==> src/rtl/pe_loop_addr_gen.sv <==
// Nested-loop address generator: walks up to NDEPTH loop levels odometer-style and
// emits base + sum(idx[k]*stride[k]) one word per cycle over a rdy/ack handshake.
module pe_loop_addr_gen #(
  parameter int NDEPTH  = 3,
  parameter int IDX_DW  = 4,
  parameter int ADDR_DW = 10
) (
  input  logic                            i_clk,
  input  logic                            i_rst,
  input  logic                            Cfg_rdy,
  output logic                            Cfg_ack,
  input  logic [NDEPTH-1:0][IDX_DW-1:0]   i_size,
  input  logic [NDEPTH-1:0][ADDR_DW-1:0]  i_stride,
  input  logic [ADDR_DW-1:0]              i_base,
  input  logic                            i_abort,
  output logic                            Addr_rdy,
  input  logic                            Addr_ack,
  output logic [ADDR_DW-1:0]              o_addr,
  output logic [NDEPTH-1:0][IDX_DW-1:0]   o_idx,
  output logic [NDEPTH-1:0]               o_loopEnd,
  output logic                            o_last,
  output logic                            o_done,
  output logic                            o_busy
);

  typedef enum logic [1:0] {IDLE, RUN, DONE} state_t;

  state_t                           state;
  logic [NDEPTH-1:0][IDX_DW-1:0]    last_q;
  logic [NDEPTH-1:0][IDX_DW-1:0]    idx_q;
  logic [NDEPTH-1:0][ADDR_DW-1:0]   stride_q;
  logic [ADDR_DW-1:0]               base_q;
  logic [NDEPTH-1:0]                loop_end_q;

  // rb_q[k] is the address with every level below k at index 0, so rb_q[0] is the
  // current word and a carry into level k only needs one add per level.
  logic [NDEPTH-1:0][ADDR_DW-1:0]   rb_q;
  logic [NDEPTH-1:0][ADDR_DW-1:0]   rb_nxt;
  logic [NDEPTH-1:0][IDX_DW-1:0]    idx_nxt;
  logic [NDEPTH-1:0]                end_nxt;
  logic [NDEPTH-1:0][IDX_DW-1:0]    cfg_last;
  logic [NDEPTH-1:0]                cfg_end;

  always_comb begin : cfg_calc
    logic all_last;
    all_last = 1'b1;
    cfg_last = '0;
    cfg_end  = '0;
    for (int k = 0; k < NDEPTH; k++) begin
      cfg_last[k] = (i_size[k] == '0) ? '0 : i_size[k] - IDX_DW'(1);
      all_last    = all_last && (cfg_last[k] == '0);
      cfg_end[k]  = all_last;
    end
  end

  always_comb begin : step_calc
    logic                          carry;
    logic                          all_last;
    logic [ADDR_DW-1:0]            up;
    logic [NDEPTH-1:0]             bump;
    logic [NDEPTH-1:0]             wrap;
    logic [NDEPTH-1:0][IDX_DW-1:0] nidx;
    carry = 1'b1;
    bump  = '0;
    wrap  = '0;
    nidx  = idx_q;
    for (int k = 0; k < NDEPTH; k++) begin
      if (carry) begin
        if (idx_q[k] == last_q[k]) begin
          nidx[k] = '0;
          wrap[k] = 1'b1;
        end else begin
          nidx[k] = idx_q[k] + IDX_DW'(1);
          bump[k] = 1'b1;
          carry   = 1'b0;
        end
      end
    end
    up     = base_q;
    rb_nxt = rb_q;
    for (int k = NDEPTH - 1; k >= 0; k--) begin
      if (bump[k]) begin
        rb_nxt[k] = rb_q[k] + stride_q[k];
      end else if (wrap[k]) begin
        rb_nxt[k] = up;
      end
      up = rb_nxt[k];
    end
    all_last = 1'b1;
    end_nxt  = '0;
    for (int k = 0; k < NDEPTH; k++) begin
      all_last   = all_last && (nidx[k] == last_q[k]);
      end_nxt[k] = all_last;
    end
    idx_nxt = nidx;
  end

  always_ff @(posedge i_clk or negedge i_rst) begin
    if (!i_rst) begin
      state      <= IDLE;
      last_q     <= '0;
      idx_q      <= '0;
      stride_q   <= '0;
      base_q     <= '0;
      rb_q       <= '0;
      loop_end_q <= '0;
    end else if (i_abort) begin
      state      <= IDLE;
      loop_end_q <= '0;
    end else begin
      case (state)
        IDLE: begin
          if (Cfg_rdy) begin
            last_q     <= cfg_last;
            stride_q   <= i_stride;
            base_q     <= i_base;
            idx_q      <= '0;
            rb_q       <= {NDEPTH{i_base}};
            loop_end_q <= cfg_end;
            state      <= RUN;
          end
        end
        RUN: begin
          if (Addr_ack) begin
            if (loop_end_q[NDEPTH-1]) begin
              loop_end_q <= '0;
              state      <= DONE;
            end else begin
              idx_q      <= idx_nxt;
              rb_q       <= rb_nxt;
              loop_end_q <= end_nxt;
            end
          end
        end
        DONE:    state <= IDLE;
        default: state <= IDLE;
      endcase
    end
  end

  assign Cfg_ack   = (state == IDLE) && !i_abort;
  assign Addr_rdy  = (state == RUN);
  assign o_done    = (state == DONE);
  assign o_busy    = (state != IDLE);
  assign o_addr    = rb_q[0];
  assign o_idx     = idx_q;
  assign o_loopEnd = loop_end_q;
  assign o_last    = loop_end_q[NDEPTH-1];

endmodule
==> config.mk <==
export PLATFORM = sky130hd
export DESIGN_NAME = pe_loop_addr_gen
export DESIGN_NICKNAME = d
export VERILOG_FILES = /design/src/rtl/pe_loop_addr_gen.sv
export SDC_FILE = /design/constraint.sdc
export NUM_CORES = 1
export LEC_CHECK = 0
export CORE_MARGIN = 3
export CORE_UTILIZATION = 56
export DETAILED_ROUTE_END_ITERATION = 12
export GPL_TIMING_DRIVEN = 1
export PLACE_DENSITY = 0.77
export SLEW_MARGIN = 5
export SYNTH_ARGS = -nofsm -noshare
export SYNTH_HDL_FRONTEND = slang
export SYNTH_SLANG_ARGS = --single-unit
==> constraint.sdc <==
create_clock -name i_clk -period 3.1 [get_ports i_clk]
set_clock_uncertainty 0.1 [all_clocks]
set_input_delay 0.31 -clock i_clk [delete_from_list [all_inputs] [get_ports i_clk]]
set_output_delay 0.31 -clock i_clk [all_outputs]
set_load 0.005 [all_outputs]
Word-level counts from Yosys, hierarchy flattened. Cells that the tools add are included.

Logic and storage cells: 102. Bits in registers: 99. Output and inout port bits: 30.

Muxes and demuxes: 41. $add $sub $neg: 9. Reductions and logical operators: 21. Equality and inequality tests: 15. Bitwise logic cells: 1.

Operators with widths (count): two-way mux 30 bit (3); two-way mux 10 bit (6); one-hot mux 30 bit (2 select lines) (1); two-way mux 12 bit (3); two-way mux 4 bit (8); adder 10 bit (3); equality test 4 bit (6); logical NOT 4 bit (6); one-hot mux 12 bit (2 select lines) (1); adder 4 x 1 -> 4 bit, second input constant (3); two-way mux 3 bit (4); subtractor 4 x 1 -> 4 bit, second input constant (3); two-way mux 1 bit (9); AND reduction 3 bit (3); two-way mux 2 bit (4); inequality test 3 x 2 -> 1 bit, second input constant (2); inequality test 3 bit, second input constant (2); one-hot mux 3 bit (2 select lines) (1); AND reduction 6 bit (1); logical AND 1 bit (5); AND reduction 5 bit (1); inequality test 2 bit, second input constant (2); one-hot mux 2 bit (2 select lines) (1); nonzero test 2 bit (2); other kinds (7) (7).

Longest topological paths before layout.
Depth after elaboration: 13. Mapped depth: 10. Depth with buffers taken out: 9.

Least setup slack after synthesis. OpenSTA, ideal clock, no wires.

Path type: flip-flop to flip-flop. Start: register rb_q, in the netlist o_addr[0]. End: register rb_q, in the netlist o_addr[8]. Library setup time: 0.126 ns. Path buffers: 0. Stages on the path, launching flop included: 10. Data arrival time: 2.386 ns. Setup slack: 0.488 ns. Cell sequence: dfrtp_1 ha_1 fa_1 a21o_1 a21oi_1 o21bai_1 a2111oi_0 o31ai_1 o211a_1 a221o_1.

Cells in the longest elaborated chain, start to end: 5.

RTL lines: from (decl) (RTL line 37) `logic [NDEPTH-1:0][ADDR_DW-1:0] rb_q;`; from (signal assigned) (RTL line 118) `rb_q <= {NDEPTH{i_base}};`; from (signal assigned) (RTL line 130) `rb_q <= rb_nxt;`; adder 10 bit (RTL line 83) `rb_nxt[k] = rb_q[k] + stride_q[k];`; two-way mux 10 bit (RTL line 82) `if (bump[k]) begin`; two-way mux 30 bit (RTL line 125) `if (loop_end_q[NDEPTH-1]) begin`; two-way mux 30 bit (RTL line 124) `if (Addr_ack) begin`; one-hot mux 30 bit (2 select lines) (RTL line 111) `case (state)`.

No other way between the ends. The select of a mux whose other input is x is not followed. A chain may end at the register's enable or synchronous reset.

Final worst setup path. Same ends and word-level chain as after synthesis.

==> results_tabular.tex <==
\begin{tabular}{lr}
\hline
Metric & Value \\
\hline
\multicolumn{2}{l}{\textbf{Drt}} \\
\quad Post-route DRC violation count & 0 \\
\quad Post-detailed-route via-to-cell ratio & between 6 and 7 \\
\quad DR WL met2 & 8651 microns \\
\quad WL met1 & approximately 7500 microns \\
\quad Highest metal used & met4 \\
\quad DRT antenna net count & 0 \\
\quad Iter 0 DRT Violations & 481 \\
\quad Average wire length per cell after detail routing & 18.50 microns \\
\quad Vias & between 5000 and 6000 \\
\quad Final Routed Wirelength & 17870 microns \\
\quad Routed met3 length & around 1200 microns \\
\quad Pre-Repair DR Iteration Count & 7 \\
\multicolumn{2}{l}{\textbf{STA}} \\
\quad Transition time at the pin with the least slew margin & 775.8 ps \\
\quad Final critical-path share of the clock period & 91.12\% \\
\quad Finish-stage setup viols & 0 \\
\quad Highest Clock Rate & 354.0 MHz \\
\quad Worst relative slew slack & 48.28\% \\
\quad Count of pins over their slew limit & 0 \\
\quad Final period demand of the worst path & roughly 2800 ps \\
\quad Worst hold-check slack & 373.5 ps \\
\quad Final hold violation count & 0 \\
\quad Setup TNS after final layout & 0 ps \\
\quad Setup ws final & 275.3 ps \\
\quad Unrepaired setup endpoints after global routing & false \\
\multicolumn{2}{l}{\textbf{Power}} \\
\quad Leak & 3.459 nW \\
\quad Power density cells & a little under 700 nW/um\^{}2 \\
\quad Worst-case vdd ir drop & 461.8 uV \\
\multicolumn{2}{l}{\textbf{Clock tree}} \\
\quad Library cell used as clock root buffer & sky130\_fd\_sc\_hd\_\_clkbuf\_16 \\
\quad Reg clk slew, reported paths & 70 ps \\
\quad Clock tree from TritonCTS & done \\
\quad Cts bufs inserted & 9 \\
\quad Clock Tree Buf Depth & 2 \\
\quad Setup Buffers After CTS & 0 \\
\quad Clk sink count & 99 \\
\quad Worst-Skew Late Latency & 360 ps \\
\quad Number of levels the H-tree was split into & 3 \\
\multicolumn{2}{l}{\textbf{Worst setup path}} \\
\quad Data arrival time of the worst path & 2970 ps \\
\quad Required @ worst endpoint & about 3200 ps \\
\quad Maximum fanout count along the critical path & 3 \\
\quad Length in cells of the worst reg-to-reg path & 9 \\
\quad Flop2flop setup slack & roughly 280 ps \\
\quad Launch point of the worst reg-to-reg path & o\_addr[0] \\
\quad Capture instance of the worst register-to-register path & o\_addr[8] \\
\quad Startpoint Class & register \\
\quad Critical path capture point type & register \\
\quad Worst Setup Path Type & reg2reg \\
\multicolumn{2}{l}{\textbf{Run status}} \\
\quad Status & complete, no violations \\
\multicolumn{2}{l}{\textbf{Hold path}} \\
\quad Startpoint of the lowest-slack hold path & i\_stride[26] \\
\quad Classification of the worst-slack hold path & in2reg \\
\quad Endpoint of the worst hold path & stride\_q[26] \\
\quad Hold Crit Depth & 3 \\
\multicolumn{2}{l}{\textbf{Global routing}} \\
\quad Largest net degree at the start of global routing & 57 \\
\quad First-pass GRT wire length & $\sim$30000 microns \\
\quad Antenna violations before repair & 0 \\
\quad Remaining Overflow, GRT & 0 \\
\quad Total routing usage reported by global routing & 29.20\% \\
\quad Vias in the first global route & between 6000 and 7000 \\
\multicolumn{2}{l}{\textbf{Synth}} \\
\quad Number of enable-type register cells in the synthesized netlist & 0 \\
\quad Most common cell in the netlist & sky130\_fd\_sc\_hd\_\_nand2\_1 \\
\quad Synth async-reset ratio & 100.0\% \\
\quad Post-Syn Area per Cell & 8.458 sq um \\
\quad Post-synthesis sequential area ratio & slightly below 40\% \\
\quad Top post-synthesis cells by count & sky130\_fd\_sc\_hd\_\_nand2\_1, sky130\_fd\_sc\_hd\_\_dfrtp\_1, sky130\_fd\_sc\_hd\_\_o21ai\_0 \\
\quad Syn Std Cell Area & between 6000 and 7000 sq um \\
\quad Gate Count Post-Synth & $\sim$750 \\
\quad Number of unique standard cell types used by synthesis & 67 \\
\quad Main area contributors after synthesis & sky130\_fd\_sc\_hd\_\_dfrtp\_1, sky130\_fd\_sc\_hd\_\_nand2\_1, sky130\_fd\_sc\_hd\_\_ha\_1, sky130\_fd\_sc\_hd\_\_o21ai\_0, sky130\_fd\_sc\_hd\_\_a21oi\_1 \\
\quad Fraction of post-synthesis cell area in the top cell type by area & 39.11\% \\
\quad Dominant cell type by area after synthesis & sky130\_fd\_sc\_hd\_\_dfrtp\_1 \\
\quad Syn nets & 839 \\
\quad Flops \& latches, synth & 99 \\
\quad Most common flop cell mapped by yosys & sky130\_fd\_sc\_hd\_\_dfrtp\_1 \\
\quad Synth Warn \# & 0 \\
\multicolumn{2}{l}{\textbf{Floorplan}} \\
\quad Number of primary I/O pins & 87 \\
\quad Effective utilization at floorplan & 57.93\% \\
\quad Die Outline Area & 12620 sq um \\
\quad Area inside the core boundary & about 11000 sq um \\
\quad Die width & about 110 microns \\
\quad Core Rows & 38 \\
\quad Die extent in y & 112.4 microns \\
\multicolumn{2}{l}{\textbf{Place}} \\
\quad HPWL after detailed placement & 12900 microns \\
\quad Post-placement worst setup slack & about 270 ps \\
\quad Post-detailed-placement cell area & approximately 7300 sq um \\
\quad Number of buffers inserted by port buffering & 86 \\
\quad GPL Wtd Cong & 0.9023 \\
\multicolumn{2}{l}{\textbf{Job}} \\
\quad Max-cap viol count & 0 \\
\multicolumn{2}{l}{\textbf{Finish}} \\
\quad Post-route standard cell area excluding fillers & 7645 sq um \\
\quad Number of diodes added for antenna fixing & 0 \\
\quad Nets@finish & 911 \\
\quad Layout cells sized above 1 & 6.174\% \\
\quad Layout overhead on the synthesized area & 20.68\% \\
\hline
\end{tabular}
[registers in the layout, indices dropped and copies added (netlist names)]
signal	flops
o_loopEnd	3
base_q	10
rb_q	20
o_addr	10
stride_q	30
last_q	12
state	2
o_idx	12
[what timing repair did]
action,CTS,global route
hold buffers,1,0
hold endpoints to repair,54,0
resized for setup,0,1
setup endpoints to repair,0,1
[report_power, final]
| group | total, mW | switching [mW] | internal (mW) | leakage [nW] |
|---|---|---|---|---|
| registers | 1.81 | 0.254 | 1.55 | 1.25 |
| logic | 2.18 | 1.19 | 0.985 | 2.06 |
| clock network | 1.22 | 0.513 | 0.709 | 0.153 |
[critical path, stage by stage (launching register included)]
cell                        delay (ps)
sky130_fd_sc_hd__dfrtp_1           400
sky130_fd_sc_hd__ha_1              230
sky130_fd_sc_hd__fa_1              410
sky130_fd_sc_hd__a21o_1            180
sky130_fd_sc_hd__a21oi_1           220
sky130_fd_sc_hd__o21bai_1          120
sky130_fd_sc_hd__a2111oi_1         480
sky130_fd_sc_hd__o31ai_1           150
sky130_fd_sc_hd__o211a_1           130
sky130_fd_sc_hd__a221o_1           290
[cell usage in the layout (no fill, tap or decap), types with 4 or more instances in the layout]
master,instances
sky130_fd_sc_hd__o21ai_0,55
sky130_fd_sc_hd__o2111ai_1,5
sky130_fd_sc_hd__a31oi_1,8
sky130_fd_sc_hd__inv_1,15
sky130_fd_sc_hd__a21oi_1,52
sky130_fd_sc_hd__xnor2_1,23
sky130_fd_sc_hd__dfrtp_1,99
sky130_fd_sc_hd__o211ai_1,4
sky130_fd_sc_hd__or4_1,4
sky130_fd_sc_hd__o221ai_1,4
sky130_fd_sc_hd__mux2_2,4
sky130_fd_sc_hd__o21bai_1,5
sky130_fd_sc_hd__clkdlybuf4s50_1,85
sky130_fd_sc_hd__a21o_1,10
sky130_fd_sc_hd__nor3_1,25
sky130_fd_sc_hd__buf_4,21
sky130_fd_sc_hd__mux2i_1,7
sky130_fd_sc_hd__nand2_1,164
sky130_fd_sc_hd__a211oi_1,10
sky130_fd_sc_hd__clkbuf_16,9
sky130_fd_sc_hd__and3_1,9
sky130_fd_sc_hd__nor2_1,50
sky130_fd_sc_hd__a22o_1,4
sky130_fd_sc_hd__nand3_1,18
sky130_fd_sc_hd__o31ai_1,13
sky130_fd_sc_hd__nand2b_1,4
sky130_fd_sc_hd__xor2_1,14
sky130_fd_sc_hd__ha_1,30
[per-stage QoR]
step / power [mW] / utilization [%] / cells
2_1_floorplan: 3.333 / - / 749
3_3_place_gp: 3.878 / 66.89 / 949
3_5_place_dp: 3.962 / 66.89 / 949
4_1_cts: 5.209 / 69.90 / 966
5_1_grt: 5.573 / 69.91 / 966
6_report: 5.208 / 69.91 / 966
[metal layers]
metal / vias up / global-route usage, %
met4: 0 / 12.02
met3: 41 / 7.008
met5: - / 0
met1: 2847 / 36.29
met2: 241 / 48.99
li1: 2829 / -
[logic make-up (layout without fill, tap and decap cells)]
family                     Yosys count  count (layout)  share of synthesized area, %
xor gates and xnor gates            37              37                         5.116
muxes                               11              11                         1.817
and+or+nand+nor                    294             294                         20.40
DFF                                 99              99                         39.11
buffers and inverters               62             139                         4.483
adders and majority gates           33              33                         6.873
AOI/OAI and AO/OA                  213             213                         22.20
[final cells by class]
type                    instances  area [sq um]
clock buffers                  10         229.0
multi-input cells             588          3578
fillers                       889          3291
flip-flops and latches         99          2477
well taps                     140         175.2
inverters                      15         56.30
repair buffers                108          1039
clock inverters                 6         90.09
[worst max-delay path by stage]
| stage | startpoint | to | slack [ps] | cells after the start |
|---|---|---|---|---|
| 2_1_floorplan | o_addr[0] | o_addr[8] | 490 | 9 |
| 3_3_place_gp | o_addr[0] | o_addr[8] | 330 | 9 |
| 3_5_place_dp | o_addr[0] | o_addr[8] | 270 | 9 |
| 4_1_cts | o_addr[0] | o_addr[8] | 220 | 9 |
| 5_1_grt | o_addr[0] | o_addr[8] | 60 | 9 |
| 6_report | o_addr[0] | o_addr[8] | 280 | 9 |
No activity file was read; power rests on OpenSTA's default activity.
==> edit: new RTL, config.mk and constraints unchanged <==
Set the parameter `NDEPTH` to 6 (it was 3).
--- a/src/rtl/pe_loop_addr_gen.sv
+++ b/src/rtl/pe_loop_addr_gen.sv
@@ -3,3 +3,3 @@
 module pe_loop_addr_gen #(
-  parameter int NDEPTH  = 3,
+  parameter int NDEPTH  = 6,
   parameter int IDX_DW  = 4,
Ports: changed (resized i_size, i_stride, o_idx and o_loopEnd); port bits go from 87 to 144. The function was not compared with the original's and may differ.
==> edit against the unedited design <==
- via count is 95% higher
- power rose by 80%
- sequential cell count grew 87
- clock power grew 100%
- wire length is 110% higher
- setup slack got worse by 240 ps
- core utilization is 3.2 points higher
- synthesized area grew 86%
- design area rose by 95%
- sequential power up 77%
- highest routed layer unchanged
==> edit: results (changes against the unedited design) <==
<table>
<tr><th>Metric</th><th>Value</th></tr>
<tr><th colspan="2">Setup path</th></tr>
<tr><td>Critical path's largest stage delay</td><td>600 ps (was 480 ps)</td></tr>
<tr><td>Worst reg2reg startpoint</td><td>last_q[2]$_DFFE_PN0P_ (was o_addr[0]$_DFFE_PN0P_)</td></tr>
<tr><td>Crit-path slowest cell</td><td>sky130_fd_sc_hd__or4_4 (was sky130_fd_sc_hd__a2111oi_1)</td></tr>
<tr><td>Arrival time at the worst endpoint</td><td>3340 ps (was 2970 ps)</td></tr>
<tr><th colspan="2">Placement</th></tr>
<tr><td>DPL Wire Length</td><td>27.4 mm (was 12.9 mm)</td></tr>
<tr><td>Global placement routability congestion</td><td>0.968 (was 0.902)</td></tr>
<tr><td>Count of port buffers added during placement</td><td>143 (was 86)</td></tr>
<tr><th colspan="2">Synth</th></tr>
<tr><td>Unique cell type count in the Yosys netlist</td><td>74 (was 67)</td></tr>
<tr><td>Commonest cells in the synthesized netlist</td><td>sky130_fd_sc_hd__nand2_1 (307), sky130_fd_sc_hd__dfrtp_1 (186), sky130_fd_sc_hd__nor2_1 (108) (was sky130_fd_sc_hd__nand2_1 (165), sky130_fd_sc_hd__dfrtp_1 (99), sky130_fd_sc_hd__o21ai_0 (55))</td></tr>
<tr><td>Post-synthesis average cell area</td><td>8.46 um2 (about the same)</td></tr>
<tr><th colspan="2">Final layout</th></tr>
<tr><td>Top flop regs</td><td>stride_q (60), rb_q (50) (was stride_q (30), rb_q (20))</td></tr>
<tr><td>Number of non-filler instances in the completed layout</td><td>1,875 (was 966)</td></tr>
<tr><td>Count of filler cells inserted in the layout</td><td>1,617 (was 889)</td></tr>
<tr><th colspan="2">Routing</th></tr>
<tr><td>Initial drt markers</td><td>1,173 (was 481)</td></tr>
<tr><td>Routed vias/inst</td><td>6.20 (was 6.17)</td></tr>
<tr><td>Wire length per cell</td><td>19.9 um (was 18.5 um)</td></tr>
<tr><th colspan="2">Timing</th></tr>
<tr><td>Slew @ Worst Pin</td><td>765 ps (was 776 ps)</td></tr>
<tr><th colspan="2">Power</th></tr>
<tr><td>Worst IR drop on VDD</td><td>0.000414 V (was 0.000462 V)</td></tr>
<tr><th colspan="2">Global route</th></tr>
<tr><td>All-Layer GR Usage</td><td>33.0% (was 29.2%)</td></tr>
<tr><th colspan="2">Run status</th></tr>
<tr><td>Run status</td><td>finished, final reports clean (unchanged)</td></tr>
</table>
-- edit: report_power, final --
group | leakage (nW) | internal [mW] | total, mW | switching (mW)
clock network | 0.314 | 1.44 | 2.45 | 1.02
logic | 4.16 | 1.69 | 3.74 | 2.05
registers | 2.30 | 2.81 | 3.20 | 0.381
-- edit: critical path: cells and delay by family (launching register included) --
family	cells	cell delay (ps)
buffers and inverters	2	290
xor gates and xnor gates	2	270
and+or+nand+nor	3	1070
DFF	1	410
AOI/OAI and AO/OA	4	880
-- edit: kinds of logic (layout without fill, tap and decap cells) --
group                      Yosys count  after routing  share of synthesized area (%)
buffers and inverters              101            316                           3.66
muxes                               11             11                          0.937
and+or+nand+nor                    546            546                           20.0
xor gates and xnor gates            82             82                           6.17
adders and majority gates           66             66                           7.41
AOI/OAI and AO/OA                  398            398                           22.2
DFF                                186            186                           39.6
-- edit: layout make-up --
class                      count  area share, %
clock inverter                14           1.45
clock buffer                  17           2.85
inverter                      32          0.804
multi-input combinational   1103           46.0
tap                          270           2.26
sequential                   186           31.1
timing repair buffer         253           15.5
-- edit: worst paths after layout --
kind	endpoint	slack [ps]
min in group asynchronous	last_q[22]$_DFFE_PN0P_	330
hold reg to reg	base_q[3]$_DFFE_PN0P_	380
hold / removal	stride_q[51]$_DFFE_PN0P_	290
setup reg to reg	o_loopEnd[5]$_DFFE_PN0P_	40
setup / recovery	o_loopEnd[5]$_DFFE_PN0P_	40
max in group asynchronous	rb_q[24]$_DFFE_PN0P_	1720
-- edit: layer usage --
metal / GRT usage (%) / wire length [um]
met2: 51.0 / 16500
met1: 45.6 / 15500
met3: 6.19 / 3500
met4: 14.4 / 1720
met5: 0 / 0
-- edit: what timing repair did --
action,in CTS,in global routing
buffers inserted,8,8
endpoints found under the hold margin,63,0
pin swaps,13,20
hold buffers,1,0
gates cloned,0,0
resized for setup,13,31
setup endpoints to repair,6,21
